[config.mk]
export PLATFORM = sky130hd
export DESIGN_NAME = pattern_loader
export DESIGN_NICKNAME = d
export VERILOG_FILES = /design/src/rtl/pattern_loader_pkg.sv /design/src/rtl/pattern_loader_serial_shifter.sv /design/src/rtl/pattern_loader.sv
export SDC_FILE = /design/constraint.sdc
export NUM_CORES = 1
export LEC_CHECK = 0
export BUFFER_PORTS_ARGS = -buffer_cell sky130_fd_sc_hd__buf_2
export CAP_MARGIN = 20
export CORE_MARGIN = 5
export CORE_UTILIZATION = 39
export DETAILED_ROUTE_END_ITERATION = 10
export PLACE_DENSITY_LB_ADDON = 0.2
export SYNTH_ARGS = -nofsm -noshare
export SYNTH_HDL_FRONTEND = slang
export SYNTH_HIERARCHICAL = 1
export SYNTH_SLANG_ARGS = --single-unit
[constraint.sdc]
create_clock -name sclk -period 2.1 [get_ports sclk]
set_input_delay 0.42 -clock sclk [delete_from_list [all_inputs] [get_ports sclk]]
set_output_delay 0.42 -clock sclk [all_outputs]
set_load 0.02 [all_outputs]
[src/rtl/pattern_loader_pkg.sv]
// ============================================================================
// pattern_loader_pkg
//   Shared state encoding, link defaults and frame-select levels.
//   Revision: 1.0
// ============================================================================
`default_nettype none

package pattern_loader_pkg;

  localparam int DEF_DATA_W  = 8;
  localparam int DEF_ADDR_W  = 3;
  localparam int DEF_GAP_CYC = 2;

  localparam logic SSEL_ACTIVE = 1'b0;
  localparam logic SSEL_IDLE   = 1'b1;

  typedef enum logic [2:0] {
    ST_IDLE  = 3'd0,
    ST_SETUP = 3'd1,
    ST_SHIFT = 3'd2,
    ST_HOLD  = 3'd3,
    ST_GAP   = 3'd4
  } state_t;

endpackage

`default_nettype wire

[src/rtl/pattern_loader_serial_shifter.sv]
// ============================================================================
// pattern_loader_serial_shifter
//   Parallel-load MSB-first shift-out with simultaneous shift-in and bit count.
//   Revision: 1.0
// ============================================================================
`default_nettype none

module pattern_loader_serial_shifter
  import pattern_loader_pkg::*;
#(
  parameter int DATA_W = DEF_DATA_W
) (
  input  logic              clk,
  input  logic              rst,
  input  logic              load,
  input  logic [DATA_W-1:0] load_data,
  input  logic              shift_en,
  input  logic              ser_in,
  output logic              tx_msb,
  output logic              next_bit,
  output logic              last_bit,
  output logic [DATA_W-1:0] rx_word
);

  localparam int CNT_W = $clog2(DATA_W + 1);
  localparam logic [CNT_W-1:0] LAST_CNT = CNT_W'(DATA_W - 1);
  localparam logic [CNT_W-1:0] FULL_CNT = CNT_W'(DATA_W);

  logic [DATA_W-1:0] tx_shift;
  logic [DATA_W-1:0] rx_shift;
  logic [CNT_W-1:0]  bit_cnt;

  always_ff @(posedge clk or posedge rst) begin
    if (rst) begin
      tx_shift <= '0;
      rx_shift <= '0;
      bit_cnt  <= '0;
    end else if (load) begin
      tx_shift <= load_data;
      rx_shift <= '0;
      bit_cnt  <= '0;
    end else if (shift_en) begin
      tx_shift <= {tx_shift[DATA_W-2:0], 1'b0};
      rx_shift <= {rx_shift[DATA_W-2:0], ser_in};
      if (bit_cnt != FULL_CNT) begin
        bit_cnt <= bit_cnt + 1'b1;
      end
    end
  end

  // next_bit is the bit that goes on the wire once the current one is shifted away
  assign tx_msb   = tx_shift[DATA_W-1];
  assign next_bit = tx_shift[DATA_W-2];
  assign last_bit = (bit_cnt == LAST_CNT);
  assign rx_word  = rx_shift;

endmodule

`default_nettype wire

[src/rtl/pattern_loader.sv]
// ============================================================================
// pattern_loader
//   Frames (address, byte) writes onto ssel/saddr/sin and captures sout readback.
//   Revision: 1.0
// ============================================================================
`default_nettype none

module pattern_loader
  import pattern_loader_pkg::*;
#(
  parameter int DATA_W  = DEF_DATA_W,
  parameter int ADDR_W  = DEF_ADDR_W,
  parameter int GAP_CYC = DEF_GAP_CYC
) (
  input  logic              sclk,
  input  logic              rst,
  input  logic              wr_valid,
  output logic              wr_ready,
  input  logic [ADDR_W-1:0] wr_addr,
  input  logic [DATA_W-1:0] wr_data,
  output logic              sin,
  output logic              ssel,
  output logic [ADDR_W-1:0] saddr,
  input  logic              sout,
  output logic              rd_valid,
  output logic [DATA_W-1:0] rd_data,
  output logic              busy
);

  localparam logic [3:0] GAP_LAST = 4'(GAP_CYC - 1);

  state_t            state, state_nxt;
  logic [3:0]        gap_cnt, gap_nxt;
  logic              ssel_nxt, sin_nxt, rd_valid_nxt;
  logic [ADDR_W-1:0] saddr_nxt;
  logic [DATA_W-1:0] rd_data_nxt;
  logic              load, shift_en;
  logic              tx_msb, next_bit, last_bit;
  logic [DATA_W-1:0] rx_word;

  pattern_loader_serial_shifter #(
    .DATA_W (DATA_W)
  ) u_shifter (
    .clk       (sclk),
    .rst       (rst),
    .load      (load),
    .load_data (wr_data),
    .shift_en  (shift_en),
    .ser_in    (sout),
    .tx_msb    (tx_msb),
    .next_bit  (next_bit),
    .last_bit  (last_bit),
    .rx_word   (rx_word)
  );

  // ssel drops on the accept edge so SETUP already counts toward the frame
  always_comb begin
    state_nxt    = state;
    gap_nxt      = gap_cnt;
    ssel_nxt     = ssel;
    sin_nxt      = sin;
    saddr_nxt    = saddr;
    rd_valid_nxt = 1'b0;
    rd_data_nxt  = rd_data;
    load         = 1'b0;
    shift_en     = 1'b0;
    case (state)
      ST_IDLE: begin
        if (wr_valid && wr_ready) begin
          load      = 1'b1;
          saddr_nxt = wr_addr;
          ssel_nxt  = SSEL_ACTIVE;
          state_nxt = ST_SETUP;
        end
      end
      ST_SETUP: begin
        sin_nxt   = tx_msb;
        state_nxt = ST_SHIFT;
      end
      ST_SHIFT: begin
        shift_en = 1'b1;
        if (last_bit) begin
          state_nxt = ST_HOLD;
        end else begin
          sin_nxt = next_bit;
        end
      end
      ST_HOLD: begin
        ssel_nxt     = SSEL_IDLE;
        sin_nxt      = 1'b0;
        rd_data_nxt  = rx_word;
        rd_valid_nxt = 1'b1;
        gap_nxt      = 4'd0;
        state_nxt    = ST_GAP;
      end
      ST_GAP: begin
        if (gap_cnt == GAP_LAST) begin
          state_nxt = ST_IDLE;
        end else begin
          gap_nxt = gap_cnt + 4'd1;
        end
      end
      default: begin
        ssel_nxt  = SSEL_IDLE;
        sin_nxt   = 1'b0;
        state_nxt = ST_IDLE;
      end
    endcase
  end

  always_ff @(posedge sclk or posedge rst) begin
    if (rst) begin
      state    <= ST_IDLE;
      gap_cnt  <= 4'd0;
      ssel     <= SSEL_IDLE;
      sin      <= 1'b0;
      saddr    <= '0;
      rd_valid <= 1'b0;
      rd_data  <= '0;
      wr_ready <= 1'b1;
      busy     <= 1'b0;
    end else begin
      state    <= state_nxt;
      gap_cnt  <= gap_nxt;
      ssel     <= ssel_nxt;
      sin      <= sin_nxt;
      saddr    <= saddr_nxt;
      rd_valid <= rd_valid_nxt;
      rd_data  <= rd_data_nxt;
      wr_ready <= (state_nxt == ST_IDLE);
      busy     <= (state_nxt != ST_IDLE);
    end
  end

endmodule

`default_nettype wire

==> results.toml, run 1 <==
[grt]
top_usage_layer = "met2"
grt_use_met2_pct = 21.3
vias_in_the_first_global_route = 1397
met1_usage_pct = 13.4
global_route_wire_length_before_repair_um = 6040
grt_usage_pct = 12.1
grt_start_max_net_pins = 32
grt_util_met3_pct = 3.77
grt_antenna_before_repair = 0
overflow = 0

[placed_design]
port-buffer-count = 30
gpl.final_weighted_congestion = 0.770
cell_area_placed_um2 = 2180
post-dp-hpwl_um = 2660

[timing]
finalMaxSlewViolations = 0
achievable-frequency_ghz = 0.583
setup_repair_after_global_routing_missed_its_margin = "no"
setup-tns-final_ps = 0
final_min_period_over_clock_period_pct = 81.7
min_period_ps = 1710
worst_pin_slew_ps = 771
hold_viol_final = 0
final-setup-viol-count = 0
timing.max_slew.rel_slack_pct = 48.5
worst_clock_skew_ps = 3.61

[power]
p_int_mw = 2.20
design_power_total_mw = 3.54
power.leakage_nw = 1.15
pwr-share-seq_pct = 42.2
ir_drop_v = 0.000586
power.net_switching_mw = 1.34
clockPowerShare_pct = 18.0
pwr_density_cell_nw_per_um2 = 1550
comb_power_share_pct = 39.8
power.switching_fraction_pct = 37.9

[synth]
ys_seq_elements = 43
synthesis.nets = 189
ys_warn_count = 6
per_instance_average_area_after_synthesis_um2 = 11.5
netlist-cell-type-count = 40
syn-cell-area_um2 = 1960
syn-instance-count = 170
synth_sequential_area_ratio_pct = 55.1

[floorplanning]
floorplan.core_area_um2 = 4790
die_y_um = 80.8
floorplan.io_pins = 31
die_width_um = 80.8
initial_utilization_pct = 40.9
placement_rows = 25
floorplan.die_area_um2 = 6530

[setup_path]
worstReg2RegStart = "state[1]"
crit_path_start = "state[1]"
critical_path.max_stage_delay_ps = 560
critPathKind = "register to register"
critical_path.startpoint_type = "register"
r2r_slack_ps = 390
ff2ff_path_depth = 5
cpLargestDelayFamily = "flip-flops"
worst-path-buf-inv = 2
timing.critical_path.cells = "inv_1 -> nor3_2 -> buf_4 -> mux2i_1 -> nor2_1"
cp.arrival_ps = 1890
crit_fanout = 9
worst-endpoint-required_ps = 2280
cp_capture_type = "register"
worstSetupPathDepth = 5
worstSetupEndpoint = "u_shifter/rx_word[2]"
slowest_stage = "dfrtp_1"
timing.rr.end = "u_shifter/rx_word[2]"

[detailed_routing]
avgRoutedWirePerCell_um = 13.1
totalWireLength_um = 3540
firstDrtPassIters = 4
vias_per_cell = 4.76
final_antenna_net_count = 0
drc = 0
vias = 1290
detailedRoute.firstIterationViolations = 39

[status]
status = "complete, no violations"

[clocking]
cts-resized-gates = 0
cts_max_path_buffers = 2
cts_hold_repair.buffers = 0
clk_root_buffer_cell = "clkbuf_8"
later_pin_clock_latency_in_the_skew_report_ps = 290
reg_clk_slew_reported_paths_ps = 80
cts_htree_levels = 2
cts_sinks = 43
tritoncts = "yes"
cts_setup_buffers = 0
cts-buffers-inserted = 5

[final_layout]
finish.utilization_pct = 47.8
layout_cell_share_with_drive_strength_beyond_1_pct = 30.9
antenna-diode-count = 0
layout-area-overhead-vs-synth_pct = 17.0
layout.nets = 222
fill_cells = 452
layout.cell_area.non_filler_um2 = 2290

[hold_path]
hold_path.class = "input port to asynchronous set/reset pin"

[job]
max_cap_viol_count = 0
-- synth_stat cells --
library cell,count,share of area [%]
buf_6,1,0.58
or3b_4,1,0.58
nor3_1,2,0.51
nor4_4,1,1.1
maj3_1,1,0.51
mux2i_1,18,9.2
buf_2,6,1.5
a221oi_1,1,0.45
and3_4,1,0.58
nand2_1,17,3.3
a21oi_1,3,0.77
dfrtp_1,41,52
buf_4,2,0.77
a31oi_1,1,0.32
nor2_1,17,3.3
xnor2_1,1,0.45
and4_2,1,0.51
nand4_1,2,0.64
ha_1,4,2.6
o21a_1,1,0.38
nand2b_1,4,1.3
xor2_1,1,0.45
o32ai_1,1,0.45
nand2_2,1,0.32
o21ai_0,3,0.77
nand3b_1,1,0.38
inv_1,9,1.7
mux2_1,1,0.58
a21o_1,1,0.38
nand3_1,1,0.26
nor2b_1,1,0.32
or3_1,1,0.32
nor4bb_1,1,0.51
and3_1,1,0.32
a21oi_2,1,0.45
mux2_2,11,6.3
or3b_1,1,0.45
dfstp_2,2,2.7
a211oi_1,1,0.38
o21ai_1,5,1.3
-- cell usage in the layout (no fill, tap or decap), drive strengths merged, types with 2 or more instances in the layout --
master	instances
a21oi	4
and3	2
buf	35
clkbuf	5
clkinv	2
dfrtp	41
dfstp	2
ha	4
inv	9
mux2	12
mux2i	18
nand2	18
nand2b	4
nand4	2
nor2	17
nor3	2
o21ai	8
or3b	2
-- worst register-to-register path, delay by kind of cell (launching register included) --
family        cells  cell delay, ps
buf+inv           2             410
simple gates      2             380
mux               1             240
flops             1             560
-- worst min-delay path by stage --
stage | end | slack [ps] | cells after the start
5_1_grt | busy | 160 | 2
3_3_place_gp | state[0] | 450 | 2
2_1_floorplan | u_shifter/bit_cnt[0] | 380 | 1
4_1_cts | state[1] | 130 | 2
6_report | busy | 120 | 2
3_5_place_dp | state[0] | 460 | 2
-- cells by family (layout without fill, tap and decap cells) --
kind of cell             count (synthesis)  after routing  synth area share, %
AND/OR/NAND/NOR                         54             54                 14.6
flip-flops                              43             43                 55.1
buffers and inverters                   18             52                 4.60
adder cells (fa/ha/maj)                  5              5                 3.07
multiplexers                            30             30                 16.1
XOR/XNOR                                 2              2                0.895
AO/OA/AOI/OAI                           18             18                 5.63
-- sequential cells by signal, indices dropped and copies added, names as in the netlist --
name,flops
u_shifter/tx_shift,8
wr_ready,1
rd_valid,1
busy,1
gap_cnt,4
state,3
u_shifter/rx_word,8
sin,1
ssel,1
saddr,3
u_shifter/bit_cnt,4
rd_data,8
-- area by class of cell --
type | count | area (um2) | share of cell area (%)
flip-flops and latches | 43 | 1080 | 47.1
multi-input cells | 109 | 793 | 34.6
inverters | 9 | 33.8 | 1.48
repair buffers | 35 | 188 | 8.20
clock buffers | 5 | 68.8 | 3.01
well taps | 67 | 83.8 | 3.66
clock inverters | 3 | 43.8 | 1.91
-- routing by layer --
metal	vias up	share of wire, %
li1	638	-
met1	623	44
met2	23	51
met3	6	3.9
met4	0	1.7
met5	-	0
-- power groups by stage --
stage	Combinational [mW]	Clock (mW)	Sequential [mW]
finish	1.41	0.639	1.49
detailed placement	1.43	0	1.52
global placement	1.37	0	1.50
global route	1.57	0.697	1.55
CTS	1.43	0.663	1.50
floorplan	1.03	0	1.55
-- stage by stage --
step                setup slack (ps)  cells  hold WS [ps]
CTS                              378    271           129
global placement                 463    263           448
detailed placement               409    263           456
floorplan                        431    170           384
finish                           385    271           123
global route                     284    271           157
Power figures use the tool's default switching activity.
==> run 2, diff against run 1 <==
Clock period 2.1 ns to 1.7 ns, I/O delays scaled along.
==> run 2 against run 1 <==
  * Final cell count is 2.6% higher
  * Largest power group is now combinational logic
  * Register-to-register slack worse by 330 ps
  * Critical path type unchanged
  * Sequential cell count unchanged
  * Total power increased by 25%
  * Sequential power grew 22%
  * Combinational power is 37% higher
  * Clock power is 4.2% higher
  * Via count rose by 2.7%
  * Highest routed layer unchanged
  * Utilization grew 1.2 points
==> results.toml, run 2 (synthesized netlist as in run 1, its figures left out) <==
[timing]
hold_viol_final = 0
achievable-frequency_ghz = 0.609
setup_slack_ps = 58.7
setup-tns-final_ps = 0
finalMaxSlewViolations = 0
worst_pin_slew_ps = 363
timing.max_slew.rel_slack_pct = 75.8
final_min_period_over_clock_period_pct = 96.5
worst_clock_skew_ps = 4.19
final-setup-viol-count = 0
min_period_ps = 1640

[clocking]
clk_root_buffer_cell = "clkbuf_8"
reg_clk_slew_reported_paths_ps = 90
tritoncts = "yes"
cts-buffers-inserted = 5
later_pin_clock_latency_in_the_skew_report_ps = 300
cts_htree_levels = 2
cts_sinks = 43
cts_max_path_buffers = 2

[grt]
vias_in_the_first_global_route = 1388
grt_use_met2_pct = 20.9
grt_start_max_net_pins = 34
top_usage_layer = "met2"
grt_antenna_before_repair = 0
met1_usage_pct = 15.5
grt_util_met3_pct = 4.66
grt_usage_pct = 12.9
global_route_wire_length_before_repair_um = 6420
overflow = 0

[final_layout]
finish.utilization_pct = 49.1
antenna-diode-count = 0
layout_cell_share_with_drive_strength_beyond_1_pct = 33.6
layout-area-overhead-vs-synth_pct = 20.0
layout.cells.most_common = "dfrtp_1"
layout.cell_area.non_filler_um2 = 2350
mostFrequentLayoutCells = "dfrtp_1, buf_2, mux2i_1, nand2_1, nor2_1"
layout.nets = 229

[power]
pwr_density_cell_nw_per_um2 = 1880
ir_drop_v = 0.000621
power.leakage_nw = 1.17

[detailed_routing]
detailedRoute.firstIterationViolations = 40
drc = 0
totalWireLength_um = 3580
avgRoutedWirePerCell_um = 12.9
final_antenna_net_count = 0
firstDrtPassIters = 4
vias_per_cell = 4.77
vias = 1325

[placed_design]
place_ws_ps = 5.28
cell_area_placed_um2 = 2230
post-dp-hpwl_um = 2600
gpl.final_weighted_congestion = 0.834
port-buffer-count = 30

[setup_path]
crit_path_start = "gap_cnt[1]"
worstReg2RegStart = "gap_cnt[1]"
crit_fanout = 3
cp_capture_type = "register"
worstSetupEndpoint = "busy"
cp.arrival_ps = 1820
ff2ff_path_depth = 5
worst-endpoint-required_ps = 1880
r2r_slack_ps = 60
timing.rr.end = "busy"
critPathKind = "register to register"
critical_path.startpoint_type = "register"

[job]
max_cap_viol_count = 0

[floorplanning]
die_width_um = 80.8
die_y_um = 80.8
initial_utilization_pct = 40.9
floorplan.die_area_um2 = 6530
placement_rows = 25
floorplan.core_area_um2 = 4790
floorplan.io_pins = 31

[status]
status = "complete, no violations"

[hold_path]
hold_path.class = "input port to asynchronous set/reset pin"
==> run 2: changes by cell type in the layout (fill, tap and decap cells not counted) <==
| cell | delta |
|---|---|
| buf_12 | +2 |
| buf_4 | +5 |
| bufinv_16 | -1 |
| clkinv_2 | -1 |
| clkinv_4 | -1 |
| clkinvlp_4 | +2 |
| dfrtp_1 | -1 |
| dfrtp_2 | +1 |
| inv_6 | +1 |
==> run 2: area by class of cell <==
| class | count | area [um2] |
|---|---|---|
| Clock buffer | 5 | 68.8 |
| Timing Repair Buffer | 42 | 265 |
| Sequential cell | 43 | 1080 |
| Fill cell | 463 | 2440 |
| Clock inverter | 3 | 23.8 |
| Inverter | 9 | 33.8 |
| Tap cell | 67 | 83.8 |
| Multi-Input combinational cell | 109 | 793 |
==> run 2: repair_timing <==
| action | in CTS | in global routing |
|---|---|---|
| resized for setup | 0 | 1 |
| hold buffers | 0 | 0 |
| endpoints found under the hold margin | 0 | 0 |
| gates cloned | 0 | 0 |
| setup endpoints to repair | 1 | 1 |
| buffers inserted | 1 | 2 |
==> run 2: per-stage QoR <==
step           std cells  hold slack [ps]  power, mW
2_1_floorplan        170              304       3.19
3_3_place_gp         267              382       3.64
3_5_place_dp         267              397       3.76
4_1_cts              276             60.0       4.45
5_1_grt              278             80.1       4.76
6_report             278             64.2       4.41
==> run 2: power breakdown <==
part	leakage [nW]	total (mW)	switching (mW)	internal [mW]
Clock	0.0408	0.666	0.372	0.294
Combinational	0.579	1.93	1.00	0.921
Sequential	0.554	1.82	0.339	1.48
Total	1.17	4.41	1.72	2.70
==> run 2: metal layers <==
| metal | wire length (um) | up-vias | part of all wire, % |
|---|---|---|---|
| met1 | 1630 | 643 | 45 |
| met4 | 46 | 0 | 1.3 |
| met3 | 124 | 4 | 3.5 |
| met2 | 1780 | 21 | 50 |
| met5 | 0 | - | 0 |
| li1 | - | 657 | - |
==> run 2: worst max-delay path, cell delays in order (launching register included) <==
cell and delay, ps:
dfrtp_1 400, inv_1 60, ha_1 140, or3b_4 390, and3_4 200, or3_1 340
==> run 2: worst min-delay path by stage <==
| stage | startpoint | to | slack, ps |
|---|---|---|---|
| 4_1_cts | rst | u_shifter/rx_word[2] | 60 |
| 3_5_place_dp | rst | u_shifter/rx_word[2] | 400 |
| 2_1_floorplan | rst | u_shifter/bit_cnt[0] | 300 |
| 5_1_grt | rst | u_shifter/tx_shift[1] | 80 |
| 6_report | rst | u_shifter/rx_word[2] | 60 |
| 3_3_place_gp | rst | u_shifter/tx_shift[1] | 380 |
==> run 3, diff against run 2 <==
Settings changed: CORE_UTILIZATION 39 to 55, PLACE_DENSITY from default to 0.79, PLACE_DENSITY_LB_ADDON 0.2 to default.
==> run 3 against run 2 <==
  * Worst hold slack improved by 130 ps
  * Critical endpoint unchanged
  * Clock power rose by 17%
  * Via count rose by 2.3%
  * Register-to-register slack barely moved
  * Combinational power fell by 2%
  * Clock skew rose by 11 ps
  * Final cell count fell by 7.2%
  * Worst setup slack got worse by 12 ps
  * Fmax fell by 0.71%
  * Utilization rose by 20 points
  * Die area fell by 26%
  * Sequential cell count did not move
==> results.toml, run 3 (synthesized netlist as in run 1, its figures left out) <==
[status]
status = "complete, no violations"

[grt]
vias_in_the_first_global_route = 1440
grt_usage_pct = 16.1
top_usage_layer = "met2"
grt_start_max_net_pins = 32
met1_usage_pct = 17.6
grt_use_met2_pct = 27.6
overflow = 0
grt_antenna_before_repair = 0
global_route_wire_length_before_repair_um = 6220
grt_util_met3_pct = 5.65

[placed_design]
post-dp-hpwl_um = 2670
numPlacedInstances = 248
gpl.final_weighted_congestion = 0.751
port-buffer-count = 30

[setup_path]
critical_path.startpoint_type = "register"
worst-endpoint-required_ps = 1950
critical_path.max_stage_delay_ps = 430
cp_capture_type = "register"
cpLargestDelayFamily = "simple AND/OR/NAND/NOR gates"
critPathKind = "register to register"
slowest_stage = "dfrtp_1"
worst-path-buf-inv = 1
timing.critical_path.cells = "inv_1 -> ha_1 -> or3b_4 -> and3_4 -> or3_1"
cp.arrival_ps = 1900
crit_fanout = 4

[power]
power.switching_fraction_pct = 36.9
design_power_total_mw = 4.47
p_int_mw = 2.82
comb_power_share_pct = 42.3
power.leakage_nw = 1.19
power.net_switching_mw = 1.65
clockPowerShare_pct = 17.4
pwr_density_cell_nw_per_um2 = 1920
ir_drop_v = 0.000879
pwr-share-seq_pct = 40.3

[timing]
worst_hold_slack_ps = 194
finalMaxSlewViolations = 0
worst_clock_skew_ps = 15.2
min_period_ps = 1650
timing.max_slew.rel_slack_pct = 75.9
achievable-frequency_ghz = 0.605
hold_viol_final = 0
final_min_period_over_clock_period_pct = 97.2
setup-tns-final_ps = 0
setup_repair_after_global_routing_missed_its_margin = "no"
final-setup-viol-count = 0
worst_pin_slew_ps = 360

[final_layout]
layout.cells.most_common = "dfrtp_1"
fill_cells = 261
antenna-diode-count = 0
finish.utilization_pct = 68.7
layout-area-overhead-vs-synth_pct = 18.9
layout_cell_share_with_drive_strength_beyond_1_pct = 32.5
mostFrequentLayoutCells = "dfrtp_1, buf_2, mux2i_1, nand2_1, nor2_1"
layout.nets = 230
final_cell_count_no_fill = 258

[hold_path]
hold_path.class = "input port to register"

[floorplanning]
die_width_um = 69.7
die_y_um = 69.7
initial_utilization_pct = 57.7
placement_rows = 21
floorplan.die_area_um2 = 4850
floorplan.core_area_um2 = 3390
floorplan.io_pins = 31

[detailed_routing]
detailedRoute.firstIterationViolations = 40
final_antenna_net_count = 0
drc = 0
vias = 1356
totalWireLength_um = 3500
vias_per_cell = 5.26
firstDrtPassIters = 4
avgRoutedWirePerCell_um = 13.6

[clocking]
reg_clk_slew_reported_paths_ps = 130
tritoncts = "yes"
cts-resized-gates = 0
clk_root_buffer_cell = "clkbuf_4"
cts_sinks = 43
later_pin_clock_latency_in_the_skew_report_ps = 350
cts_htree_levels = 2
cts_max_path_buffers = 2
cts-buffers-inserted = 5

[job]
max_cap_viol_count = 0
==> run 3: cell count changes in the layout (fill, tap and decap cells not counted), moves of 2 or more <==
cell	previous run	this run
clkbuf_4	0	5
clkbuf_8	5	0
clkinvlp_4	2	0
bufinv_16	0	2
==> run 3: what timing repair did <==
action                                  in CTS  in global routing
endpoints found under the hold margin        3                  0
hold buffers                                 1                  0
setup buffers                                0                  1
endpoints found under the setup margin       0                  2
==> run 3: final timing paths <==
| kind | startpoint | to | slack [ps] | depth (start not counted) |
|---|---|---|---|---|
| setup / recovery | gap_cnt[1] | busy | 50 | 5 |
| hold / removal | wr_data[1] | u_shifter/tx_shift[1] | 190 | 3 |
| setup reg to reg | gap_cnt[1] | busy | 50 | 5 |
| hold reg to reg | gap_cnt[2] | gap_cnt[2] | 510 | 1 |
| max in group asynchronous | rst | wr_ready | 850 | 4 |
| min in group asynchronous | rst | u_shifter/rx_word[2] | 550 | 4 |
==> run 3: power groups by stage <==
stage	Sequential (mW)	Clock [mW]	Combinational, mW
finish	1.80	0.776	1.89
global route	1.86	0.842	2.09
CTS	1.80	0.801	1.90
detailed placement	1.83	0	1.90
global placement	1.80	0	1.80
floorplan	1.91	0	1.28
==> run 3: layout make-up <==
type,count,area (um2),area share (%)
clock buffer,6,41.3,1.77
clock inverter,2,60.1,2.58
inverter,9,33.8,1.45
tap,46,57.6,2.47
multi-input combinational,109,793,34.1
sequential,43,1080,46.3
timing repair buffer,43,263,11.3
==> run 3: routing by layer <==
metal  part of all wire, %  routed length, um
met1                    41               1420
met2                    52               1830
met4                   1.9                 67
met3                   5.3                185
met5                     0                  0
==> run 3: per-stage QoR <==
| step | cell area, um2 | setup slack, ps |
|---|---|---|
| CTS | 2320 | 12.0 |
| global route | 2330 | 13.0 |
| finish | 2330 | 47.0 |
| global placement | 2210 | 100 |
| floorplan | 1960 | 30.9 |
| detailed placement | 2210 | 29.9 |
==> run 3: worst reg2reg max path, delay by kind of cell (launching register included) <==
kind | cells | cell delay, ps
and+or+nand+nor | 3 | 930
DFF | 1 | 430
buffers and inverters | 1 | 70
adders and majority gates | 1 | 130
